===== config.mk =====
export PLATFORM = sky130hd
export DESIGN_NAME = up_down_reg
export DESIGN_NICKNAME = d
export VERILOG_FILES = /design/src/rtl/panel_pkg.sv /design/src/rtl/up_down_reg.sv
export SDC_FILE = /design/constraint.sdc
export NUM_CORES = 1
export LEC_CHECK = 0
export BUFFER_PORTS_ARGS = -buffer_cell sky130_fd_sc_hd__buf_2
export CORE_ASPECT_RATIO = 1.1
export CORE_MARGIN = 3
export CORE_UTILIZATION = 58
export CTS_BUF_LIST = sky130_fd_sc_hd__clkbuf_8
export CTS_CLUSTER_SIZE = 14
export DETAILED_ROUTE_END_ITERATION = 7
export PLACE_DENSITY = 0.86
export SLEW_MARGIN = 20
export SYNTH_ARGS = -nofsm -noshare
export SYNTH_HDL_FRONTEND = slang
export SYNTH_SLANG_ARGS = --single-unit

===== constraint.sdc =====
create_clock -name STCP -period 6 [get_ports STCP]
set_input_delay 0 -clock STCP [delete_from_list [all_inputs] [get_ports STCP]]
set_output_delay 0 -clock STCP [all_outputs]
set_load 0.02 [all_outputs]

===== src/rtl/panel_pkg.sv =====
// Shared panel-level types: boundary behaviour selector for the up/down register.
package panel_pkg;

    typedef enum logic {
        CTR_WRAP = 1'b0,
        CTR_SAT  = 1'b1
    } ctr_mode_t;

endpackage : panel_pkg


===== src/rtl/up_down_reg.sv =====
// Up/down register with clear, clamped parallel load, wrap or saturate at the
// boundaries, and a registered terminal-count pulse.
module up_down_reg
    import panel_pkg::*;
#(
    parameter int              N    = 8,
    parameter logic [N-1:0]    MAX  = {N{1'b1}},
    parameter ctr_mode_t       MODE = CTR_WRAP
) (
    input  logic           STCP,
    input  logic           rst,
    input  logic           clr,
    input  logic           load,
    input  logic [N-1:0]   d,
    input  logic           inc,
    input  logic           dec,
    output logic [N-1:0]   q,
    output logic           at_max,
    output logic           at_zero,
    output logic           tc
);

    logic [N-1:0] r_q;
    logic         r_tc;
    logic [N-1:0] w_nxt_q;
    logic         w_nxt_tc;

    // Out-of-range load values are pulled down to MAX so q never leaves 0..MAX.
    function automatic logic [N-1:0] clamp_to_max(input logic [N-1:0] val);
        return (val > MAX) ? MAX : val;
    endfunction

    always_comb begin
        w_nxt_q  = r_q;
        w_nxt_tc = 1'b0;
        if (clr) begin
            w_nxt_q = '0;
        end else if (load) begin
            w_nxt_q = clamp_to_max(d);
        end else if (inc && !dec) begin
            if (r_q >= MAX) begin
                w_nxt_tc = 1'b1;
                w_nxt_q  = (MODE == CTR_WRAP) ? '0 : MAX;
            end else begin
                w_nxt_q = r_q + 1'b1;
            end
        end else if (dec && !inc) begin
            if (r_q == '0) begin
                w_nxt_tc = 1'b1;
                w_nxt_q  = (MODE == CTR_WRAP) ? MAX : '0;
            end else begin
                w_nxt_q = r_q - 1'b1;
            end
        end
    end

    always_ff @(posedge STCP or posedge rst) begin
        if (rst) begin
            r_q  <= '0;
            r_tc <= 1'b0;
        end else begin
            r_q  <= w_nxt_q;
            r_tc <= w_nxt_tc;
        end
    end

    assign q       = r_q;
    assign tc      = r_tc;
    assign at_max  = (r_q == MAX);
    assign at_zero = (r_q == '0);

endmodule : up_down_reg


==> impl_metrics.yaml, run 1 <==
hold_path:
  min_to: "q[1]$_DFFE_PP0P_"
  whs_path_depth: 3
  hp-start: "d[1]"
  hp-class: "in2reg"
global_routing:
  grt_start_max_net_pins: 20
  grt-ovfl-total: 0
  first_global_vias: 1011
  grt.total_usage_pct: 27.5
  grt_pass1_wl_mm: 4.58
  grt_antenna_before_repair: 0
synthesis:
  synth-edff-count: 0
  synth_top_family_by_area: "simple AND/OR/NAND/NOR gates"
  synth_xor_area_share_pct: 2.75
  synthMuxAreaShare_pct: 2.09
  yosysWarnings: 0
  ys_seq_area_share_pct: 23.6
  ys_types: 44
  synth-simple-area-share_pct: 31.5
  synth_top_area_cell: "dfrtp_1"
  synth_seq_cells: 9
  synthTopCellsByArea: "dfrtp_1, ha_1, a21oi_1, nor2_1, nand2_1"
  synth_compound_area_share_pct: 24.0
  ys.flop_type: "dfrtp_1"
  yosysTopAreaCellShare_pct: 23.6
  syn_inst: 131
  syn_area_sq_um: 956
  async_flop_share_pct: 100
  synth_fa_ha_area_share_pct: 6.54
  avgSynthCellArea_sq_um: 7.30
  syn_nets: 150
power_and_ir_drop:
  p_leak_nw: 0.501
  combinationalPowerShare_pct: 35.5
  pwr-share-clk_pct: 29.5
  internal-power_uw: 145
  sequentialPowerShare_pct: 35.0
  p_per_area_nw_per_um2: 213
  swShare_pct: 37.3
  vdd.ir_drop.worst_uv: 238
  switching_power_uw: 86.2
setup_path:
  worstPathRequired_ns: 6.15
  critPathLaunchType: "flip-flop"
  r2r_start: "q[0]$_DFFE_PP0P_"
  crit_fanout: 11
  reg2reg_setup_slack_ns: 3.96
  r2r_end: "q[0]$_DFFE_PP0P_"
  reg2reg_depth: 6
  cp.arrival_ns: 2.19
  crit_path_end_kind: "flip-flop"
  crit_type: "reg2reg"
cells_and_area:
  seqCellArea_sq_um: 225
  finish.utilization_pct: 74.7
  fin_nets: 165
  multi_input_area_sq_um: 639
  fillCellCount: 119
  drive_above_1_share_pct: 21.4
  diodes: 0
  area_delta_synth_final_pct: 13.6
clock_network:
  clk_pin_slew_worst_paths_ns: 0.05
  clockRootBuffer: "clkbuf_8"
  cts_buffers: 3
  cts.sinks: 9
  clockBufferDepth: 2
  h-tree-depth: 1
  clk_latency_ns: 0.23
  cts_setup_buffers: 0
  cts_tree: "built"
placed_design:
  dp_hpwl_mm: 1.92
  io_buffers: 24
  dp_worst_setup_slack_ns: 3.99
  place_congestion: 0.908
floorplanning:
  fp.dieArea_sq_um: 2170
  start_util_pct: 65.7
  die_height_um: 48.6
  coreArea_sq_um: 1450
  rows: 14
  die_w_um: 44.7
  boundaryPins: 25
route:
  top_layer: "met4"
  met1_length_mm: 1.02
  drt-pass1-iter-count: 4
  drc: 0
  viasPerCell: 6.52
  num_vias: 1050
  wl_mm: 2.66
  wl_met2_mm: 1.32
  drt_iter0_drc: 35
  final_antenna_net_count: 0
  wire_per_inst_um: 16.5
  wl_met3_um: 259
sta:
  setup_violations: 0
  tightest_slew_ns: 0.645
  hold_viol_final: 0
  fin_crit_sh_pct: 34.0
  totalNegativeSetupSlack_ns: 0
  finClkSkew_ns: 0.00449
  layout_setup_ws_ns: 3.96
  maxSlewHeadroom_pct: 57.0
  max_freq_mhz: 491
  timing.final.crit_period_ns: 2.04
  maxSlewViolCount: 0
  rsz0062_at_grt: "false"
run_status:
  outcome: "completed"
run:
  maxCapViolCount: 0
## timing repair
item	CTS	global route
hold buffers	1	0
resized for setup	0	0
endpoints found under the hold margin	9	0
endpoints found under the setup margin	0	0
## worst max-delay path by stage
stage	start	endpoint	depth (start not counted)
after detailed placement	q[0]$_DFFE_PP0P_	q[0]$_DFFE_PP0P_	6
after floorplan	q[0]$_DFFE_PP0P_	q[0]$_DFFE_PP0P_	7
after global routing	q[0]$_DFFE_PP0P_	q[0]$_DFFE_PP0P_	6
after CTS	q[0]$_DFFE_PP0P_	q[0]$_DFFE_PP0P_	6
final	q[0]$_DFFE_PP0P_	q[0]$_DFFE_PP0P_	6
after global placement	q[3]$_DFFE_PP0P_	q[0]$_DFFE_PP0P_	4
## power by group through the flow
stage / clock [mW] / combinational [mW] / sequential (mW)
2_1_floorplan: 0 / 0.0645 / 0.0764
3_3_place_gp: 0 / 0.0783 / 0.0800
3_5_place_dp: 0 / 0.0807 / 0.0812
4_1_cts: 0.0681 / 0.0817 / 0.0805
5_1_grt: 0.0734 / 0.0916 / 0.0824
6_report: 0.0681 / 0.0820 / 0.0809
## layout make-up
cell class / count / area share [%]
inverter: 7 / 2.42
clock buffer: 3 / 3.80
timing repair buffer: 25 / 12.0
multi-input combinational: 100 / 58.9
clock inverter: 1 / 0.346
sequential: 9 / 20.7
tap: 16 / 1.84
## cell families after synthesis
| family | Yosys count |
|---|---|
| compound gates | 34 |
| mux | 2 |
| fa+ha+maj | 5 |
| xor+xnor | 3 |
| flops | 9 |
| simple gates | 56 |
| buf+inv | 22 |
## layout by cell type, fill, tap and decap left out, types with 3 or more instances in the layout
cell type,n
inv_1,8
buf_2,24
clkbuf_8,3
nor3_1,5
dfrtp_1,9
o21ai_0,6
ha_1,5
xor2_1,3
nand2_1,12
a21oi_1,11
nand3_1,4
nor2_1,14
## state kept, by name, indices dropped and copies added (netlist names)
name	count
tc	1
q	8
## cell usage after synthesis, types with 3 or more instances
master    count
nand3_1       4
clkbuf_1     11
xor2_1        3
nand2_1      12
dfrtp_1       9
ha_1          5
nor2_1       14
nor3_1        5
o21ai_0       6
a21oi_1      11
inv_1         7
## worst max-delay path: stages, from the launching register on
cell and delay, ns:
dfrtp_1 0.48, inv_1 0.14, ha_1 0.22, or3b_1 0.44, o31a_1 0.30, o31a_1 0.25, nor3_2 0.14
## per-layer routing
metal  GRT usage [%]  vias to the layer above
met5               0                        -
met4            5.53                        0
met3            7.78                        8
met2            44.5                       69
met1            35.6                      473
li1                -                      500
## stage by stage
stage	hold slack [ns]	instance area, sq um	std cells	power [mW]
final	0.0147	1090	161	0.231
after global routing	0.0309	1090	161	0.247
after CTS	0.0142	1090	161	0.230
after detailed placement	-0.0219	1030	156	0.162
after global placement	-0.0277	1030	156	0.158
after floorplan	-0.172	956	131	0.141
No activity file was read; power rests on OpenSTA's default activity.
==> inputs of run 2 (changes only) <==
- CORE_UTILIZATION: 58 -> 49
- PLACE_DENSITY: 0.86 -> 0.77
- clock period: 6 -> 1.8 ns (I/O delays scaled with it)
==> run 2 against run 1 <==
Register-to-register slack lost 3.9 ns. Wire length grew 10%. First-iteration DRC count grew 26%. Sequential share of layout area shrank 2.6 points. Via count grew 6.1%. Power grew to 3.7 times the previous value. Hold slack gained 0.0077 ns. Sequential power grew to 3.0 times the previous value.
==> impl_metrics.yaml, run 2 (synthesis gave the netlist of run 1 again) <==
global_routing:
  grt_pass1_wl_mm: 4.90
  grt-ovfl-total: 0
  grt.total_usage_pct: 27.0
  first_global_vias: 1136
  grt_start_max_net_pins: 19
  grt_antenna_before_repair: 0
clock_network:
  cts_buffers: 3
  clk_latency_ns: 0.23
  h-tree-depth: 1
  clockBufferDepth: 2
  clk_pin_slew_worst_paths_ns: 0.04
  clockRootBuffer: "clkbuf_8"
  cts_tree: "built"
  cts.sinks: 9
cells_and_area:
  final_cell_mix: "buf_2, buf_4, nor2_1"
  drive_above_1_share_pct: 36.0
  fin_nets: 181
  fin_cells: 188
  area_delta_synth_final_pct: 31.9
  final_area_sq_um: 1260
  final_common_cell: "buf_2"
  finish.utilization_pct: 69.2
  largest_reg_flops: 8
  diodes: 0
setup_path:
  worstPathRequired_ns: 1.95
  cp.arrival_ns: 1.92
  crit_family: "simple AND/OR/NAND/NOR gates"
  critPathLaunchType: "flip-flop"
  reg2reg_depth: 6
  setup.worst_path.end: "q[0]$_DFFE_PP0P_"
  crit_type: "reg2reg"
  reg2reg_setup_slack_ns: 0.03
  crit_path_end_kind: "flip-flop"
  r2r_end: "q[0]$_DFFE_PP0P_"
  critical_path_cell_count: 6
  cpMostUsedCell: "o31a_1"
  cp_cell_sequence: "inv_2 > ha_4 > or3b_4 > o31a_1 > o31a_1 > nor3_2"
  critPathMaxStageDelay_ns: 0.45
  cp-startpoint: "q[0]$_DFFE_PP0P_"
  r2r_start: "q[0]$_DFFE_PP0P_"
  path_buf_inv: 1
  slowest_stage: "dfrtp_2"
  crit_fanout: 7
hold_path:
  hp-class: "in2reg"
sta:
  fin_crit_sh_pct: 98.1
  finClkSkew_ns: 0.000478
  setup_violations: 0
  max_freq_mhz: 566
  layout_setup_ws_ns: 0.0339
  hold_viol_final: 0
  tightest_slew_ns: 0.451
  rsz0062_at_grt: "true"
  totalNegativeSetupSlack_ns: 0
  maxSlewHeadroom_pct: 69.7
  hold_ws_ns: 0.0224
  timing.final.crit_period_ns: 1.77
  maxSlewViolCount: 0
placed_design:
  dp_worst_setup_slack_ns: 0.0702
  dpl.cell_count: 182
  dp_hpwl_mm: 2.18
  io_buffers: 24
  place_congestion: 0.924
  detailed_place.area_sq_um: 1180
power_and_ir_drop:
  pwr-share-clk_pct: 26.8
  internal-power_uw: 539
  p_per_area_nw_per_um2: 674
  combinationalPowerShare_pct: 45.0
  swShare_pct: 36.6
  vdd.ir_drop.worst_uv: 626
  sequentialPowerShare_pct: 28.2
  p_leak_nw: 0.584
  switching_power_uw: 311
  total_power_uw: 851
run_status:
  outcome: "completed"
run:
  maxCapViolCount: 0
route:
  wire_per_inst_um: 15.6
  viasPerCell: 5.93
  wl_mm: 2.93
  num_vias: 1114
  final_antenna_net_count: 0
  drc: 0
  drt-pass1-iter-count: 5
  drt_iter0_drc: 44
floorplanning:
  die_height_um: 52.3
  die_w_um: 48.1
  start_util_pct: 52.5
  fp.dieArea_sq_um: 2520
  rows: 16
  coreArea_sq_um: 1820
  boundaryPins: 25
## run 2: per-layer routing
metal,GRT usage (%),routed length (um),vias to the layer above
li1,-,-,526
met1,32.2,1110,502
met2,44.9,1490,78
met3,6.87,278,8
met4,9.42,50,0
met5,0,0,-
## run 2: timing repair
action                                  in CTS  in global routing
gates resized for setup                      0                  5
hold buffers                                 1                  0
endpoints found under the setup margin       0                  5
buffers inserted                             0                  1
hold endpoints to repair                     9                  0
## run 2: how the worst min path moves through the flow
stage | cells past startpoint | slack [ns] | start | end
3_5_place_dp | 2 | -0.02 | rst | tc$_DFF_PP0_
4_1_cts | 3 | 0.02 | d[0] | q[0]$_DFFE_PP0P_
6_report | 3 | 0.02 | d[0] | q[0]$_DFFE_PP0P_
5_1_grt | 3 | 0.04 | d[0] | q[0]$_DFFE_PP0P_
3_3_place_gp | 2 | -0.03 | rst | tc$_DFF_PP0_
2_1_floorplan | 1 | -0.17 | rst | q[2]$_DFFE_PP0P_
## run 2: final cells by class
| cell class | count | area, sq um |
|---|---|---|
| Multi-Input combinational cell | 100 | 674 |
| Fill cell | 152 | 561 |
| Timing Repair Buffer | 41 | 253 |
| Sequential cell | 9 | 229 |
| Clock buffer | 3 | 41.3 |
| Tap cell | 27 | 33.8 |
| Inverter | 7 | 26.3 |
| Clock inverter | 1 | 3.75 |
## run 2: worst register-to-register path, cell delays in order, from the launching register on
cell,delay (ns)
dfrtp_2,0.45
inv_2,0.10
ha_4,0.13
or3b_4,0.37
o31a_1,0.25
o31a_1,0.24
nor3_2,0.14
## run 2: power groups by stage
stage	registers [mW]	clock network (mW)	logic (mW)
global route	0.242	0.243	0.419
finish	0.240	0.228	0.383
floorplan	0.257	0	0.242
detailed placement	0.241	0	0.359
global placement	0.240	0	0.350
CTS	0.238	0.230	0.363
==> inputs of run 3 (changes only) <==
- CORE_ASPECT_RATIO: 1.1 -> not set
==> run 3 against run 2 <==
Clock power rose by 4%. Critical path depth did not move. Die area about the same. Sequential share of layout area is essentially flat. Fmax grew 2.4%.
==> impl_metrics.yaml, run 3 (synthesis gave the netlist of run 1 again) <==
run_status:
  outcome: "completed"
power_and_ir_drop:
  total_power_uw: 854
  vdd.ir_drop.worst_uv: 568
  p_per_area_nw_per_um2: 677
  p_leak_nw: 0.579
floorplanning:
  rows: 15
  die_w_um: 50.2
  boundaryPins: 25
  start_util_pct: 53.6
  die_height_um: 50.2
  coreArea_sq_um: 1780
  fp.dieArea_sq_um: 2520
route:
  drt-pass1-iter-count: 4
  wire_per_inst_um: 15.3
  num_vias: 1109
  viasPerCell: 5.99
  wl_mm: 2.83
  drc: 0
  drt_iter0_drc: 46
  final_antenna_net_count: 0
cells_and_area:
  drive_above_1_share_pct: 36.3
  final_cell_mix: "buf_2, nor2_1, buf_4"
  fin_nets: 180
  fin_cells: 185
  seqCellArea_sq_um: 229
  diodes: 0
  fillCellCount: 166
  area_delta_synth_final_pct: 32.1
  multi_input_area_sq_um: 676
  largest_reg_flops: 8
  final_common_cell: "buf_2"
placed_design:
  dpl.cell_count: 179
  dp_hpwl_mm: 2.04
  place_congestion: 0.939
  dp_worst_setup_slack_ns: 0.0869
  io_buffers: 24
sta:
  maxSlewHeadroom_pct: 69.0
  maxSlewViolCount: 0
  tightest_slew_ns: 0.461
  hold_viol_final: 0
  hold_ws_ns: 0.00823
  finClkSkew_ns: 0.000457
  setup_violations: 0
  timing.final.crit_period_ns: 1.72
  layout_setup_ws_ns: 0.0757
  totalNegativeSetupSlack_ns: 0
  fin_crit_sh_pct: 95.8
  rsz0062_at_grt: "true"
  max_freq_mhz: 580
clock_network:
  cts_tree: "built"
  clockBufferDepth: 2
  clk_latency_ns: 0.24
  cts_buffers: 3
  clk_pin_slew_worst_paths_ns: 0.05
  clockRootBuffer: "clkbuf_8"
  h-tree-depth: 1
  cts.sinks: 9
setup_path:
  reg2reg_setup_slack_ns: 0.08
  slowest_stage: "dfrtp_2"
  reg2reg_depth: 6
  cp_cell_sequence: "inv_2 > ha_4 > or3b_4 > o31a_1 > o31a_1 > nor3_2"
  worstPathRequired_ns: 1.95
  r2r_end: "q[0]$_DFFE_PP0P_"
  critPathLaunchType: "flip-flop"
  crit_family: "simple AND/OR/NAND/NOR gates"
  critPathMaxStageDelay_ns: 0.43
  cpMostUsedCell: "o31a_1"
  cp-startpoint: "q[1]$_DFFE_PP0P_"
  r2r_start: "q[1]$_DFFE_PP0P_"
  crit_fanout: 5
  path_buf_inv: 1
  crit_type: "reg2reg"
  cp.arrival_ns: 1.88
  crit_path_end_kind: "flip-flop"
hold_path:
  hp-class: "in2reg"
  hp-start: "d[1]"
  whs_path_depth: 3
  min_to: "q[1]$_DFFE_PP0P_"
global_routing:
  grt_antenna_before_repair: 0
  grt-ovfl-total: 0
  grt_start_max_net_pins: 19
  first_global_vias: 1017
  grt_pass1_wl_mm: 4.74
  grt.total_usage_pct: 24.5
run:
  maxCapViolCount: 0
-- run 3: cell types whose count changed in the layout (fill, tap and decap cells not counted) --
cell	before	now
buf_12	0	1
o21ai_1	1	0
buf_2	23	24
ha_1	4	3
ha_2	0	1
buf_4	17	14
o221ai_1	1	2
o221ai_2	1	0
nor3b_2	1	2
o21ai_0	5	6
nor3b_1	1	0
-- run 3: report_power, final --
part / internal, mW / switching [mW] / leakage [nW]
logic: 0.170 / 0.205 / 0.437
registers: 0.221 / 0.0208 / 0.114
clock network: 0.149 / 0.0884 / 0.0269
total: 0.540 / 0.314 / 0.579
-- run 3: worst max-delay path by stage --
stage / depth (start not counted) / endpoint / slack (ns)
after global placement: 6 / q[0]$_DFFE_PP0P_ / 0.11
after global routing: 6 / q[0]$_DFFE_PP0P_ / -0.003
after detailed placement: 6 / q[0]$_DFFE_PP0P_ / 0.09
after CTS: 6 / q[0]$_DFFE_PP0P_ / 0.03
after floorplan: 6 / q[0]$_DFFE_PP0P_ / -0.1
final: 6 / q[0]$_DFFE_PP0P_ / 0.08
-- run 3: repair_timing --
action,CTS,global route
endpoints found under the setup margin,0,4
hold buffers,1,0
gates resized for setup,0,4
hold endpoints to repair,9,0
buffers inserted,0,1
-- run 3: layout make-up --
type | instances | area share (%)
Clock inverter | 1 | 0.297
Inverter | 7 | 2.08
Multi-Input combinational cell | 100 | 53.5
Clock buffer | 3 | 3.27
Tap cell | 25 | 2.48
Sequential cell | 9 | 18.1
Timing Repair Buffer | 40 | 20.2
-- run 3: routing by layer --
layer  wire length [um]  share of wire (%)  vias to the layer above  global-route usage (%)
met1               1090                 39                      513                    30.0
met4                 67                2.4                        0                    7.37
met3                250                8.8                        9                    7.42
li1                   -                  -                      528                       -
met2               1420                 50                       59                    40.9
met5                  0                  0                        -                       0
-- run 3: worst min-delay path, stage by stage --
cell and delay (ns):
buf_2 0.08, mux2i_1 0.05, nor2_1 0.08
-- run 3: stage by stage --
stage / instance area, sq um / util [%]
final: 1260 / 70.8
after CTS: 1240 / 69.4
after global placement: 1180 / 66.3
after detailed placement: 1180 / 66.3
after global routing: 1260 / 70.8
after floorplan: 1000 / -
